==> config.mk <==
export PLATFORM = sky130hd
export DESIGN_NAME = flexsoc_reset_seq
export DESIGN_NICKNAME = d
export VERILOG_FILES = /design/src/rtl/flexsoc_rst_pkg.sv /design/src/rtl/flexsoc_sync.sv /design/src/rtl/flexsoc_reset_seq.sv
export SDC_FILE = /design/constraint.sdc
export NUM_CORES = 1
export LEC_CHECK = 0
export BUFFER_PORTS_ARGS = -buffer_cell sky130_fd_sc_hd__buf_2
export CORE_MARGIN = 8
export CORE_UTILIZATION = 45
export DETAILED_ROUTE_END_ITERATION = 7
export PLACE_DENSITY = 0.6
export REMOVE_ABC_BUFFERS = 1
export SLEW_MARGIN = 20
export SYNTH_ARGS = -nofsm -noshare
export SYNTH_HDL_FRONTEND = slang
export SYNTH_SLANG_ARGS = --single-unit
==> constraint.sdc <==
create_clock -name hclk -period 5.1 [get_ports hclk]
set_input_delay 1.02 -clock hclk [delete_from_list [all_inputs] [get_ports hclk]]
set_output_delay 1.02 -clock hclk [all_outputs]
set_load 0.01 [all_outputs]
==> src/rtl/flexsoc_rst_pkg.sv <==
// -----------------------------------------------------------------------------
// flexsoc_rst_pkg
// Shared types for the flexsoc reset sequencer:
//   state_e : sequencer FSM states
//   cause_e : encoding of the reported last reset cause
//   max3    : helper used to size the shared down-counter
// -----------------------------------------------------------------------------
package flexsoc_rst_pkg;

  typedef enum logic [1:0] {
    WAIT_LOCK = 2'd0,
    STRETCH   = 2'd1,
    RELEASE   = 2'd2,
    RUN       = 2'd3
  } state_e;

  typedef enum logic [1:0] {
    CAUSE_POR  = 2'd0,
    CAUSE_LOCK = 2'd1,
    CAUSE_SYS  = 2'd2
  } cause_e;

  function automatic int max3(input int a, input int b, input int c);
    int m;
    m = (a > b) ? a : b;
    return (m > c) ? m : c;
  endfunction

endpackage

==> src/rtl/flexsoc_sync.sv <==
// -----------------------------------------------------------------------------
// flexsoc_sync
// Multi-bit, multi-stage flip-flop synchronizer. Each bit is synchronized
// independently, so use it only for quasi-static levels (PLL locks, SWD/UART
// control lines), never for multi-bit values that must be coherent.
// Ports:
//   hclk   in  1      destination clock
//   RESET  in  1      synchronous, active-high reset
//   i_d    in  WIDTH  asynchronous input levels
//   o_q    out WIDTH  synchronized levels, DEPTH cycles later
// -----------------------------------------------------------------------------
module flexsoc_sync #(
  parameter int WIDTH = 1,
  parameter int DEPTH = 2
) (
  input  logic             hclk,
  input  logic             RESET,
  input  logic [WIDTH-1:0] i_d,
  output logic [WIDTH-1:0] o_q
);

  logic [DEPTH-1:0][WIDTH-1:0] r_sync;

  // NOTE: the chain is reset (not left to power up as X) so that a lock
  // can never appear asserted before it has really crossed the synchronizer.
  always_ff @(posedge hclk) begin
    if (RESET) begin
      r_sync <= '0;
    end else begin
      // NOTE: non-blocking assignments make every stage sample the previous
      // stage's old value, which is what builds a real shift chain.
      r_sync[0] <= i_d;
      for (int i = 1; i < DEPTH; i++) begin
        r_sync[i] <= r_sync[i-1];
      end
    end
  end

  assign o_q = r_sync[DEPTH-1];

endmodule

==> src/rtl/flexsoc_reset_seq.sv <==
// -----------------------------------------------------------------------------
// flexsoc_reset_seq
// Reset sequencer for the flexsoc FPGA top. Waits for every PLL to lock,
// stretches reset for HOLD_CYC cycles, then releases NUM_DOM domains in order
// (domain 0 = debug/PORESET first), STAGE_CYC cycles apart. A rising
// SYSRESETREQ in RUN re-resets every domain except domain 0. Loss of any lock
// outside WAIT_LOCK forces a full reset. All outputs are registered.
//
// Optional build macro: RSTSEQ_LOCK_FILTER_EN
//   defined   : lock loss must persist FILTER_CYC consecutive cycles to act
//   undefined : lock loss acts on the first low cycle of the synced lock
//
// Ports:
//   hclk          in  1         system clock
//   RESET         in  1         synchronous, active-high reset
//   pll_locked    in  NUM_LOCK  PLL lock levels, asynchronous to hclk
//   sysreset_req  in  1         core SYSRESETREQ level, hclk domain
//   rst_n         out NUM_DOM   per-domain active-low resets
//   all_released  out 1         every rst_n bit is 1
//   reset_cause   out 2         0=POR, 1=LOCK_LOSS, 2=SYSRESET
//   busy          out 1         sequencer is not in RUN
// -----------------------------------------------------------------------------
module flexsoc_reset_seq
  import flexsoc_rst_pkg::*;
#(
  parameter int NUM_DOM     = 3,
  parameter int NUM_LOCK    = 2,
  parameter int HOLD_CYC    = 16,
  parameter int STAGE_CYC   = 4,
  parameter int SYNC_STAGES = 2,
  parameter int FILTER_CYC  = 8
) (
  input  logic                hclk,
  input  logic                RESET,
  input  logic [NUM_LOCK-1:0] pll_locked,
  input  logic                sysreset_req,
  output logic [NUM_DOM-1:0]  rst_n,
  output logic                all_released,
  output logic [1:0]          reset_cause,
  output logic                busy
);

  localparam int CNT_W = $clog2(max3(HOLD_CYC, STAGE_CYC, FILTER_CYC) + 1);
  localparam int STG_W = $clog2(NUM_DOM);

  localparam logic [CNT_W-1:0] HOLD_LD  = CNT_W'(HOLD_CYC - 1);
  localparam logic [CNT_W-1:0] STAGE_LD = CNT_W'(STAGE_CYC - 1);
  localparam logic [STG_W-1:0] LAST_STG = STG_W'(NUM_DOM - 1);

  state_e             r_state;
  cause_e             r_cause;
  logic [CNT_W-1:0]   r_cnt;
  logic [STG_W-1:0]   r_stage;
  logic               r_partial;
  logic               r_sys_prev;
  logic [NUM_DOM-1:0] r_rst_n;
  logic               r_all_rel;
  logic               r_busy;

  logic [NUM_LOCK-1:0] w_lk_s;
  logic                w_lock_ok;
  logic                w_lock_loss;
  logic                w_sys_rise;
  logic [STG_W-1:0]    w_first_stg;
  logic [STG_W-1:0]    w_stage_nxt;

  flexsoc_sync #(
    .WIDTH (NUM_LOCK),
    .DEPTH (SYNC_STAGES)
  ) u_lock_sync (
    .hclk  (hclk),
    .RESET (RESET),
    .i_d   (pll_locked),
    .o_q   (w_lk_s)
  );

  assign w_lock_ok   = &w_lk_s;
  assign w_sys_rise  = sysreset_req & ~r_sys_prev;
  // A SYSRESET sequence skips domain 0, which was never re-asserted.
  assign w_first_stg = r_partial ? STG_W'(1) : STG_W'(0);
  assign w_stage_nxt = r_stage + STG_W'(1);

`ifdef RSTSEQ_LOCK_FILTER_EN
  // Counts consecutive low cycles of the synced lock; saturates at the
  // firing threshold. Held clear in WAIT_LOCK, where loss is not acted on.
  logic [CNT_W-1:0] r_filt;

  always_ff @(posedge hclk) begin
    if (RESET) begin
      r_filt <= '0;
    end else if (w_lock_ok || (r_state == WAIT_LOCK)) begin
      r_filt <= '0;
    end else if (r_filt != CNT_W'(FILTER_CYC - 1)) begin
      r_filt <= r_filt + CNT_W'(1);
    end
  end

  assign w_lock_loss = ~w_lock_ok && (r_filt == CNT_W'(FILTER_CYC - 1));
`else
  assign w_lock_loss = ~w_lock_ok;
`endif

  always_ff @(posedge hclk) begin
    if (RESET) begin
      r_state    <= WAIT_LOCK;
      r_cause    <= CAUSE_POR;
      r_cnt      <= '0;
      r_stage    <= '0;
      r_partial  <= 1'b0;
      r_sys_prev <= 1'b0;
      r_rst_n    <= '0;
      r_all_rel  <= 1'b0;
      r_busy     <= 1'b1;
    end else begin
      // Tracked in every state so a level already high on return to RUN
      // is not mistaken for a new request.
      r_sys_prev <= sysreset_req;

      // Lock loss outranks everything, including a same-cycle SYSRESETREQ.
      if ((r_state != WAIT_LOCK) && w_lock_loss) begin
        r_state   <= WAIT_LOCK;
        r_cause   <= CAUSE_LOCK;
        r_cnt     <= '0;
        r_partial <= 1'b0;
        r_rst_n   <= '0;
        r_all_rel <= 1'b0;
        r_busy    <= 1'b1;
      end else begin
        case (r_state)
          WAIT_LOCK: begin
            r_rst_n <= '0;
            if (w_lock_ok) begin
              r_cnt   <= HOLD_LD;
              r_state <= STRETCH;
            end
          end

          STRETCH: begin
            if (r_cnt == '0) begin
              r_stage              <= w_first_stg;
              r_rst_n[w_first_stg] <= 1'b1;
              r_cnt                <= STAGE_LD;
              if (w_first_stg == LAST_STG) begin
                r_state   <= RUN;
                r_all_rel <= 1'b1;
                r_busy    <= 1'b0;
              end else begin
                r_state <= RELEASE;
              end
            end else begin
              r_cnt <= r_cnt - CNT_W'(1);
            end
          end

          RELEASE: begin
            if (r_cnt == '0) begin
              r_stage              <= w_stage_nxt;
              r_rst_n[w_stage_nxt] <= 1'b1;
              r_cnt                <= STAGE_LD;
              if (w_stage_nxt == LAST_STG) begin
                r_state   <= RUN;
                r_all_rel <= 1'b1;
                r_busy    <= 1'b0;
              end
            end else begin
              r_cnt <= r_cnt - CNT_W'(1);
            end
          end

          RUN: begin
            if (w_sys_rise) begin
              r_rst_n   <= NUM_DOM'(1);
              r_cause   <= CAUSE_SYS;
              r_cnt     <= HOLD_LD;
              r_partial <= 1'b1;
              r_all_rel <= 1'b0;
              r_busy    <= 1'b1;
              r_state   <= STRETCH;
            end
          end

          default: r_state <= WAIT_LOCK;
        endcase
      end
    end
  end

  assign rst_n        = r_rst_n;
  assign all_released = r_all_rel;
  assign reset_cause  = r_cause;
  assign busy         = r_busy;

endmodule

==> results of run 1 <==
[Yosys cell counts, types with 2 or more instances]
library cell  count
o21ai_0           8
or3_1             5
nand2b_1          3
a211o_1           2
nor2b_1           5
mux2i_1           2
buf_4             2
nand2_1          11
a21o_1            2
nand3b_1          2
a22oi_1           2
inv_1             8
a221oi_1          2
dfxtp_1          21
a21oi_1          11
nor2_1            5
ha_1              9
[stage by stage]
stage	cells	power, mW
global placement	155	0.458
finish	159	0.540
CTS	159	0.546
detailed placement	155	0.463
floorplan	114	0.407
global route	159	0.588
[where the power goes]
| group | internal [mW] | switching [mW] |
|---|---|---|
| Combinational | 0.108 | 0.140 |
| Sequential | 0.190 | 0.0230 |
| Clock | 0.0292 | 0.0499 |
| Total | 0.327 | 0.212 |
[layout make-up]
type	instances	share of cell area
flip-flops and latches	21	0.350
clock buffers	3	0.0188
repair buffers	11	0.0458
well taps	30	0.0313
inverters	8	0.0250
multi-input cells	85	0.525
clock inverters	1	0.00417
[worst max path at each step]
stage                      start       end  slack, ns
global route          r_state[0]  rst_n[0]       3.09
detailed placement  sysreset_req      busy       2.84
global placement    sysreset_req      busy       2.88
CTS                 sysreset_req      busy       3.19
finish              sysreset_req      busy       3.17
floorplan           sysreset_req      busy       3.04
[cells by family after synthesis]
kind of cell / after synthesis / synth area share
flip-flops: 21 / 0.375
AO/OA/AOI/OAI: 38 / 0.248
buffers and inverters: 14 / 0.0625
adder cells (fa/ha/maj): 9 / 0.100
AND/OR/NAND/NOR: 35 / 0.186
multiplexers: 3 / 0.0279
[state kept, by name (all words and copies together), names as in the netlist]
| register | count |
|---|---|
| u_lock_sync.o_q | 2 |
| busy | 1 |
| r_stage | 2 |
| r_partial | 1 |
| all_released | 1 |
| rst_n | 3 |
| u_lock_sync.r_sync | 2 |
| r_cnt | 5 |
| r_sys_prev | 1 |
| reset_cause | 1 |
| r_state | 2 |
[layer usage]
metal	vias up	global-route usage
li1	440	-
met1	396	0.140
met2	16	0.162
met3	2	0.0237
met4	0	0.0572
met5	-	0
==> results summary, run 1 <==
The power density over the cells is approximately 450 nW/um2. Routed signal wires occupy layers up through met4. The path depth of the worst reg2reg path came out at 6. The antenna diode count came out at 0. The wire length of the first global-routing pass is 3.77 mm. Setup repair after global routing left no endpoint under its margin. In the global route stage, overall resource usage came out at 0.108. The critical hold path startpoint is u_lock_sync.r_sync[1].

In this run the register-to-register setup slack is 3.26 ns. From left edge to right edge, the die measures 65.9 um. The cell sitting at the root of the clock tree is a clkbuf_4. The core occupancy in the finished layout came out at 0.498. The number of I/O port buffers is 11. The max-slew violation count came out at 0.

Counting flops with a built-in enable in the synthesized netlist gives 0. Yosys printed 0 warnings. The standby leakage power came out at 0.474 nW. The remaining global-route overflow came out at 0. The total non-filler cell area in the finished layout is 1200 um2.

The worst setup timing slack at the placement stage came out at 2.84 ns. Row generation in the floorplan step produced 18 rows. The length of routed wiring on met1 is 1.06 mm. The library cells used most frequently in the layout, excluding fill and tap cells, are dfxtp_1, a21oi_1, nand2_1, buf_2, ha_1. The mapped cell area came out at 1120 um2. The number of antenna violations at the first check in global routing is 0. The number of synthesized register bits is 21. The count of cell types in the netlist is 37. Leaving out fill and tap cells, the most frequent cell in the layout is dfxtp_1. Summed over all layers, the routed wires come to 2.08 mm. CTS built an H-tree with a depth of 1. Summed over all instances, the cell type with the most area after synthesis is dfxtp_1. The number of nets in the final layout is around 140. The starting density of the core is 0.465. The kind of start point of the critical path is an input port.

The weighted congestion reported at the end of routability-driven placement is 0.807. The critical path crosses 5 cells after its start point. The number of resized instances in the post-cts repair step came out at 0. The time the worst path needs with I/O delays and setup came out at 1.93 ns. Clock tree synthesis found a total of 21 sinks. The share of the yosys chip area belonging to registers is 0.375. In this run the critical register-to-register path is launched from r_state[0]. The number of cells on the worst hold path came out at 1. Ranked by total cell area, the synthesized netlist is headed by dfxtp_1, ha_1, a21oi_1. The area of combinational cells with multiple inputs came out at 631 um2.

The worst hold-check path type is reg2reg. The number of vias per cell after detailed routing came out at 5.37. In the finished design, the share of the clock period the worst path needs comes to 0.379.

The total vias in the final route came out at 854. The maximum number of pins on one net before global-route repair came out at 13. The DRC violation total after the first TritonRoute iteration is 16. The final-report hold violation count came to 0. The count of maximum capacitance violations came out at 0. For this run, design rule violations remaining after detail routing come to 0. In this design, the largest share of critical-path delay is due to compound AO/OA/AOI/OAI gates. The maximum single-stage delay on the critical path came out at 0.36 ns. The die covers 4340 um2.

The slowest stage of the critical path is the a211o_1 cell. On the final layout, the worst clock skew is 0.00295 ns. STA puts the critical path data required time at approximately 5.3 ns. The count of boundary I/O pins came out at 12. The die outline height came out at 65.9 um.

The run finished with clean final reports. The achievable frequency is roughly 520 MHz. The number of search-and-repair iterations in the first detailed-routing pass came out at 4. The peak supply drop is ~0.22 mV. Detailed routing placed a total of 90 um of wire on met3. The core outline area came out at between 2000 and 2500 um2.

The post-synthesis async set-or-reset flop share is 0. The remaining number of nets flagged by the antenna check after routing came out at 0. The TritonCTS clock tree is yes. The number of setup violations in the final report is 0. The wire length per cell after detailed routing is ~13 um. After legalization and detailed placement, the total HPWL measured 1.61 mm. Setup slack closes at 3.17 ns. Along the worst path, the maximum fanout reaches 5. The endpoint with the worst hold slack is u_lock_sync.o_q[1].

The count of fill cells added during filler insertion is 226. The via count of the first global-routing pass is between 800 and 900. The measured slew at the worst slew-check pin is about 0.4 ns. The clock latency on the worst-skew pair is 0.30 ns. By startpoint and endpoint, the worst setup path is classified as in2reg. For this run, the leading register cell type out of synthesis is dfxtp_1. The share of final-layout standard cells stronger than drive strength 1 came out at 0.178. Counting both buffers and inverters, the worst setup path holds a total of 1. The total placed instance area is 1170 um2. The worst register-to-register path ends at r_stage[1]. The number of buffers inserted by post-CTS setup repair is 0.

The number of buffers created by CTS came out at 3. The aggregate negative setup slack came out at 0 ns. Detailed routing placed a total of 911 um of wire on met2. The longest clock path from root to sink contains 2 buffers. The worst setup path is captured at a register.

Of the post-synthesis cell area, the dominant cell type holds 0.375. Traced cell by cell, the critical path runs through buf_2 -> nand2b_1 -> a211o_1 -> or3_1 -> a21o_1. The area growth from synthesis to final layout is 7.14%. Headroom to the max-slew limit came out at 0.726.

STA puts the critical path data arrival time at between 2 and 2.5 ns. The clock transition time at the flip-flop clock pins of the worst setup and hold paths came out at approximately 0.12 ns. The number of hold buffers added after CTS came out at 0.

The mean area per synthesized cell is 9.34 um2. The synthesized instance count is 120. Hold is met by about 0.45 ns. The area used by sequential logic in the layout came out at 420 um2.
No activity file was read; power rests on OpenSTA's default activity.
==> run 2, diff against run 1 <==
- PLACE_DENSITY: 0.6 -> 0.62
- clock period: 5.1 -> 1.6 ns (I/O delays scaled with it)
==> results summary, run 2 (same netlist as run 1, synthesis figures left out) <==
The total vias in the final route came out at 943 (+10%). The total placed instance area is 1320 um2 (+12%). Timing would allow up to 599 MHz.

The maximum single-stage delay on the critical path is 0.50 ns (+0.14 ns). The aggregate negative setup slack is -0.215 ns (-0.215 ns). The area growth from synthesis to final layout came out at 24.9%. The row count came out at 18 (unchanged).

The worst setup path is captured at a register. The number of I/O port buffers is 11 (unchanged). The max-slew violation count came out at 0 (unchanged). The number of nets in the final layout came out at 165 (+15%). The flip-flop count of the largest register, all copies and words added is 5 (unchanged).

Walking the worst path, the cells encountered are inv_2 -> ha_4 -> or4b_4 -> a221oi_4 -> buf_4 -> a211oi_2. The count of maximum capacitance violations came out at 0 (unchanged). The standby leakage power is 0.581 nW (+23%). The number of setup violations in the final report is 4 (+4). Ranked by flip-flop count, first place goes to r_cnt. The core occupancy in the finished layout came out at 0.581 (+0.0826).

The weighted congestion reported at the end of routability-driven placement came out at 0.752 (-6.8%). The power density over the cells came out at 1460 nW/um2 (+220%). The time the worst path needs with I/O delays and setup is between 1.5 and 2 ns. The largest fanout on the critical path is 3 (-2). The number of search-and-repair iterations in the first detailed-routing pass is 4 (unchanged). The endpoint required time on the critical path is 1.79 ns (-3.52 ns). The antenna diode count came out at 0 (unchanged).

The total power after layout is 2.04 mW (+280%). The tightest min-delay check is of the in2reg type. The critical path in this run is classified as reg2reg. The clock latency on the worst-skew pair came to 0.30 ns (about the same). The number of standard cells in the final layout excluding fillers was 180 (+13%).

The count of placed standard cells including taps was 174 (+12%). The floorplan die width was 65.9 um (unchanged). The peak supply drop is 0.732 mV (+240%).

The die outline height came out at 65.9 um (unchanged). The core outline area is 2410 um2 (unchanged). Leaving out fill and tap cells, the most frequent cell in the layout is buf_4. The via count of the first global-routing pass came out at 921 (+11%).

The post-route DRC violation count was 0 (unchanged). The H-tree depth is 1 (unchanged). The worst setup margin was -0.0692 ns (-3.24 ns).

The worst path arrival time was 1.86 ns (-0.28 ns). The count of boundary I/O pins was 12 (unchanged). In the layout the commonest cells are buf_4, dfxtp_1, nand2_1, buf_2, a21oi_1.

The number of buffers created by CTS came out at 3 (unchanged). The share of final-layout standard cells stronger than drive strength 1 was 0.380 (+0.202). The tightest hold margin was 0.216 ns (-0.235 ns). The number of buffers between clock root and the deepest sink came to 2 (unchanged). The wire length per cell after detailed routing was 13.1 um (+0.53%).

The starting density of the core was 0.465 (unchanged). The largest individual stage delay along the critical path comes from the cell or4b_4. The worst relative slew slack is 0.733 (+0.00732). The DRC violation total after the first TritonRoute iteration came out at 26 (+10). The number of sinks on the clock net came out at 21 (unchanged). The remaining number of nets flagged by the antenna check after routing was 0 (unchanged). The total detailed-routing wirelength is 2.37 mm (+14%). The final-report hold violation count is 0 (unchanged).

The TritonCTS clock tree is yes. The worst setup timing slack at the placement stage came out at -0.145 ns (-2.99 ns). The floorplan die area came out at 4340 um2 (unchanged). The clock transition time at the flip-flop clock pins of the worst setup and hold paths is 0.12 ns (about the same). The clock tree skew after final layout was 0.00355 ns (+0.000600 ns).

The register-to-register path setup slack came to -0.07 ns (-3.33 ns). Setup repair after global routing could not meet its margin everywhere. The final reports fail on negative setup slack.

The number of vias per cell after detailed routing is 5.24 (-2.5%). The number of antenna violations at the first check in global routing came out at 0 (unchanged). The total half-perimeter wirelength after legalization and detailed placement is 1.81 mm (+13%). The wire length of the first global-routing pass came to 4.21 mm (+12%). The worst setup path is launched from a register.

The tree is rooted in a clkbuf_4. The total routing usage reported by global routing is 0.122 (+0.0136). The flow ran to the end, but the final reports show violations. The post-route fraction of the period consumed by the critical path is 1.04.

The total non-filler cell area in the finished layout came out at 1400 um2 (+17%). The maximum number of pins on one net before global-route repair is 13 (unchanged). The remaining global-route overflow is 0 (unchanged). The measured slew at the worst slew-check pin is 0.401 ns (-0.0110 ns).
## run 2: path summary, 6_finish.rpt
path | end | cells past startpoint | from
worst max-delay path | rst_n[2] | 6 | r_cnt[1]
worst min-delay path | u_lock_sync.r_sync[0] | 2 | pll_locked[0]
worst max register to register | rst_n[2] | 6 | r_cnt[1]
worst min register to register | u_lock_sync.o_q[0] | 1 | u_lock_sync.r_sync[0]
## run 2: area by class of cell
class | instances | area, um2
fillers | 211 | 1010
repair buffers | 32 | 213
clock buffers | 3 | 22.5
flip-flops and latches | 21 | 425
multi-input cells | 85 | 667
well taps | 30 | 37.5
inverters | 8 | 30.0
clock inverters | 1 | 5.00
## run 2: worst max-delay path: cells and delay by family, from the launching register on
kind	cells	cell delay, ns
buffers and inverters	2	0.23
adders and majority gates	1	0.14
and+or+nand+nor	1	0.50
AOI/OAI and AO/OA	2	0.35
DFF	1	0.34
## run 2: report_power, final
| part | switching [mW] | internal [mW] |
|---|---|---|
| Clock | 0.162 | 0.0931 |
| Sequential | 0.0723 | 0.613 |
| Combinational | 0.538 | 0.560 |
| Total | 0.773 | 1.27 |
## run 2: repair_timing
item                       4_1_cts  5_1_grt
setup endpoints to repair        8       14
hold buffers                     0        0
gates resized for setup          8        9
hold endpoints to repair         0        0
pin swaps                        2        6
cloned                           0        0
setup buffers                    0        2
## run 2: metal layers
metal / wire [um] / vias up / part of all wire / track usage
li1: - / 485 / - / -
met1: 1160 / 439 / 0.49 / 0.159
met2: 1080 / 17 / 0.46 / 0.188
met3: 116 / 2 / 0.049 / 0.0220
met4: 15 / 0 / 0.0063 / 0.0572
met5: 0 / - / 0 / 0
==> run 3, diff against run 2 <==
- CORE_MARGIN: 8 -> 4
==> results summary, run 3 (same netlist as run 1, synthesis figures left out) <==
The register share of total power came out at 0.323 (-0.013). The core outline area came to 2300 um2 (-4.7%). The largest fanout on the critical path came out at 3 (unchanged). The number of buffers between clock root and the deepest sink came out at 2 (unchanged). The number of nets in the final layout is 167 (+1.2%). The achievable frequency was 598 MHz (-0.18%). The switching component of the power was 779 uW (+0.79%).

The final-report hold violation count is 0 (unchanged). The total non-filler cell area in the finished layout is 1410 um2 (+0.80%). The area growth from synthesis to final layout came out at 25.9%. The remaining number of nets flagged by the antenna check after routing came out at 0 (unchanged). The peak supply drop is 0.869 mV (+19%).

The measured slew at the worst slew-check pin came to 0.435 ns (+0.0340 ns). The share of total power consumed by net switching was 0.370 (-0.00952). The count of maximum capacitance violations came out at 0 (unchanged).

The total routing usage reported by global routing came to 0.147 (+0.0251). The worst hold-check path type is in2reg. The post-route DRC violation count is 0 (unchanged). The number of setup violations in the final report is 6 (+2).

The number of sinks on the clock net came out at 21 (unchanged). The DRC violation total after the first TritonRoute iteration came out at 10 (-62%). The aggregate negative setup slack came out at -0.225 ns (-0.0100 ns). The wire length of the first global-routing pass came out at 4.00 mm (-5.1%). The top register by number of flip-flops is r_cnt.

The clock transition time at the flip-flop clock pins of the worst setup and hold paths came to 0.13 ns (about the same). The number of I/O port buffers is 11 (unchanged). The standby leakage power came out at 0.593 nW (+2.2%). The clock tree skew after final layout is 0.0102 ns (+0.00664 ns).

The final reports fail on negative setup slack. The wire length per cell after detailed routing came out at 12.4 um (-5.4%). The total placed instance area was 1320 um2 (+0.38%).

CTS placed an instance of clkbuf_4 at the clock tree root. The total vias in the final route is 945 (+0.21%). The total detailed-routing wirelength came out at 2.24 mm (-5.4%).

The time the worst path needs with I/O delays and setup is 1.67 ns (+0.00303 ns). The number of buffers created by CTS came out at 3 (unchanged). The power density over the cells is 1490 nW/um2 (+2.6%). The flow ran to the end, but the final reports show violations.

The post-route fraction of the period consumed by the critical path came out at 1.05 (+0.00190). The floorplan die area came out at 3350 um2 (-23%). The flip-flop count of the largest register, all copies and words added was 5 (unchanged). The via count of the first global-routing pass came out at 971 (+5.4%). The die outline height was 57.9 um (-12%). The library cell used most frequently in the layout, excluding fill and tap cells, is buf_4. The number of search-and-repair iterations in the first detailed-routing pass is 4 (unchanged). The antenna diode count is 0 (unchanged). The clock share of power was 0.125 (about the same). The endpoint required time on the critical path is 1.84 ns (+0.05 ns).

TritonCTS built the clock tree. The worst setup path is launched from a register. The total half-perimeter wirelength after legalization and detailed placement came out at 1.74 mm (-3.7%). The max-slew violation count is 0 (unchanged). The count of boundary I/O pins came out at 12 (unchanged).

The worst path arrival time came to 1.91 ns (+0.05 ns). The critical path is of the reg2reg type. The H-tree depth came out at 1 (unchanged). The worst relative slew slack is 0.710 (-0.0227). The remaining global-route overflow was 0 (unchanged). Setup repair after global routing could not meet its margin everywhere. In the layout the commonest cells are buf_4, dfxtp_1, nand2_1, buf_2, a21oi_1.

The weighted congestion reported at the end of routability-driven placement is 0.828 (+10%). The relative contribution of combinational cells to total power came out at 0.552 (+0.013). The worst setup path is captured at a register. The share of final-layout standard cells stronger than drive strength 1 came to 0.368 (-0.0116). The worst setup margin came out at -0.0722 ns (-0.00303 ns). The row count came to 17 (-1). The starting density of the core came out at 0.488 (+0.0228). The cell-internal power is 1.33 mW (+5.0%).

The floorplan die width came out at 57.9 um (-12%). The number of antenna violations at the first check in global routing is 0 (unchanged). The maximum number of pins on one net before global-route repair is 13 (unchanged). The clock latency on the worst-skew pair came out at 0.31 ns (about the same). The number of vias per cell after detailed routing is 5.25 (+0.21%).
[run 3: final cells by class]
cell class / instances / area (um2)
well taps: 28 / 35.0
clock inverters: 1 / 5.00
fillers: 203 / 886
flip-flops and latches: 21 / 424
repair buffers: 34 / 228
multi-input cells: 85 / 667
inverters: 8 / 30.0
clock buffers: 3 / 22.5
[run 3: stage by stage]
| step | power [mW] | instances | hold slack, ns | util | setup WS [ns] |
|---|---|---|---|---|---|
| after floorplan | 1.30 | 114 | 0.389 | - | -0.0640 |
| after global placement | 1.66 | 173 | 0.415 | 0.575 | -0.0942 |
| after detailed placement | 1.69 | 173 | 0.420 | 0.575 | -0.162 |
| after CTS | 2.06 | 179 | 0.193 | 0.608 | -0.0700 |
| after global routing | 2.27 | 180 | 0.203 | 0.614 | -0.176 |
| final | 2.11 | 180 | 0.204 | 0.614 | -0.0722 |
[run 3: critical path: stages (launching register included)]
cell,delay [ns]
dfxtp_2,0.34
inv_2,0.07
ha_4,0.14
or4b_4,0.49
a21o_4,0.23
a21oi_4,0.14
mux2i_1,0.19
[run 3: path summary, 6_finish.rpt]
| check | end | slack [ns] | depth (start not counted) | from |
|---|---|---|---|---|
| setup / recovery | r_state[1] | -0.07 | 6 | r_cnt[1] |
| hold / removal | u_lock_sync.r_sync[0] | 0.20 | 2 | pll_locked[0] |
| setup reg to reg | r_state[1] | -0.07 | 6 | r_cnt[1] |
| hold reg to reg | u_lock_sync.o_q[1] | 0.45 | 1 | u_lock_sync.r_sync[1] |
[run 3: power by group through the flow]
| stage | Combinational [mW] | Clock [mW] | Sequential, mW |
|---|---|---|---|
| global placement | 0.978 | 0 | 0.681 |
| floorplan | 0.606 | 0 | 0.690 |
| global route | 1.28 | 0.295 | 0.695 |
| finish | 1.16 | 0.264 | 0.681 |
| CTS | 1.10 | 0.278 | 0.679 |
| detailed placement | 1.01 | 0 | 0.683 |
[run 3: layer usage]
layer / wire length (um) / global-route usage / vias to the layer above
met5: 0 / 0 / -
met4: 21 / 0.0497 / 0
met3: 73 / 0.0290 / 2
met2: 1030 / 0.247 / 15
met1: 1110 / 0.186 / 443
li1: - / - / 485
[run 3: what timing repair did]
action / in CTS / in global routing
buffers inserted: 2 / 1
pin swaps: 6 / 2
gates cloned: 0 / 0
setup endpoints to repair: 9 / 13
hold buffers: 0 / 0
resized for setup: 10 / 2
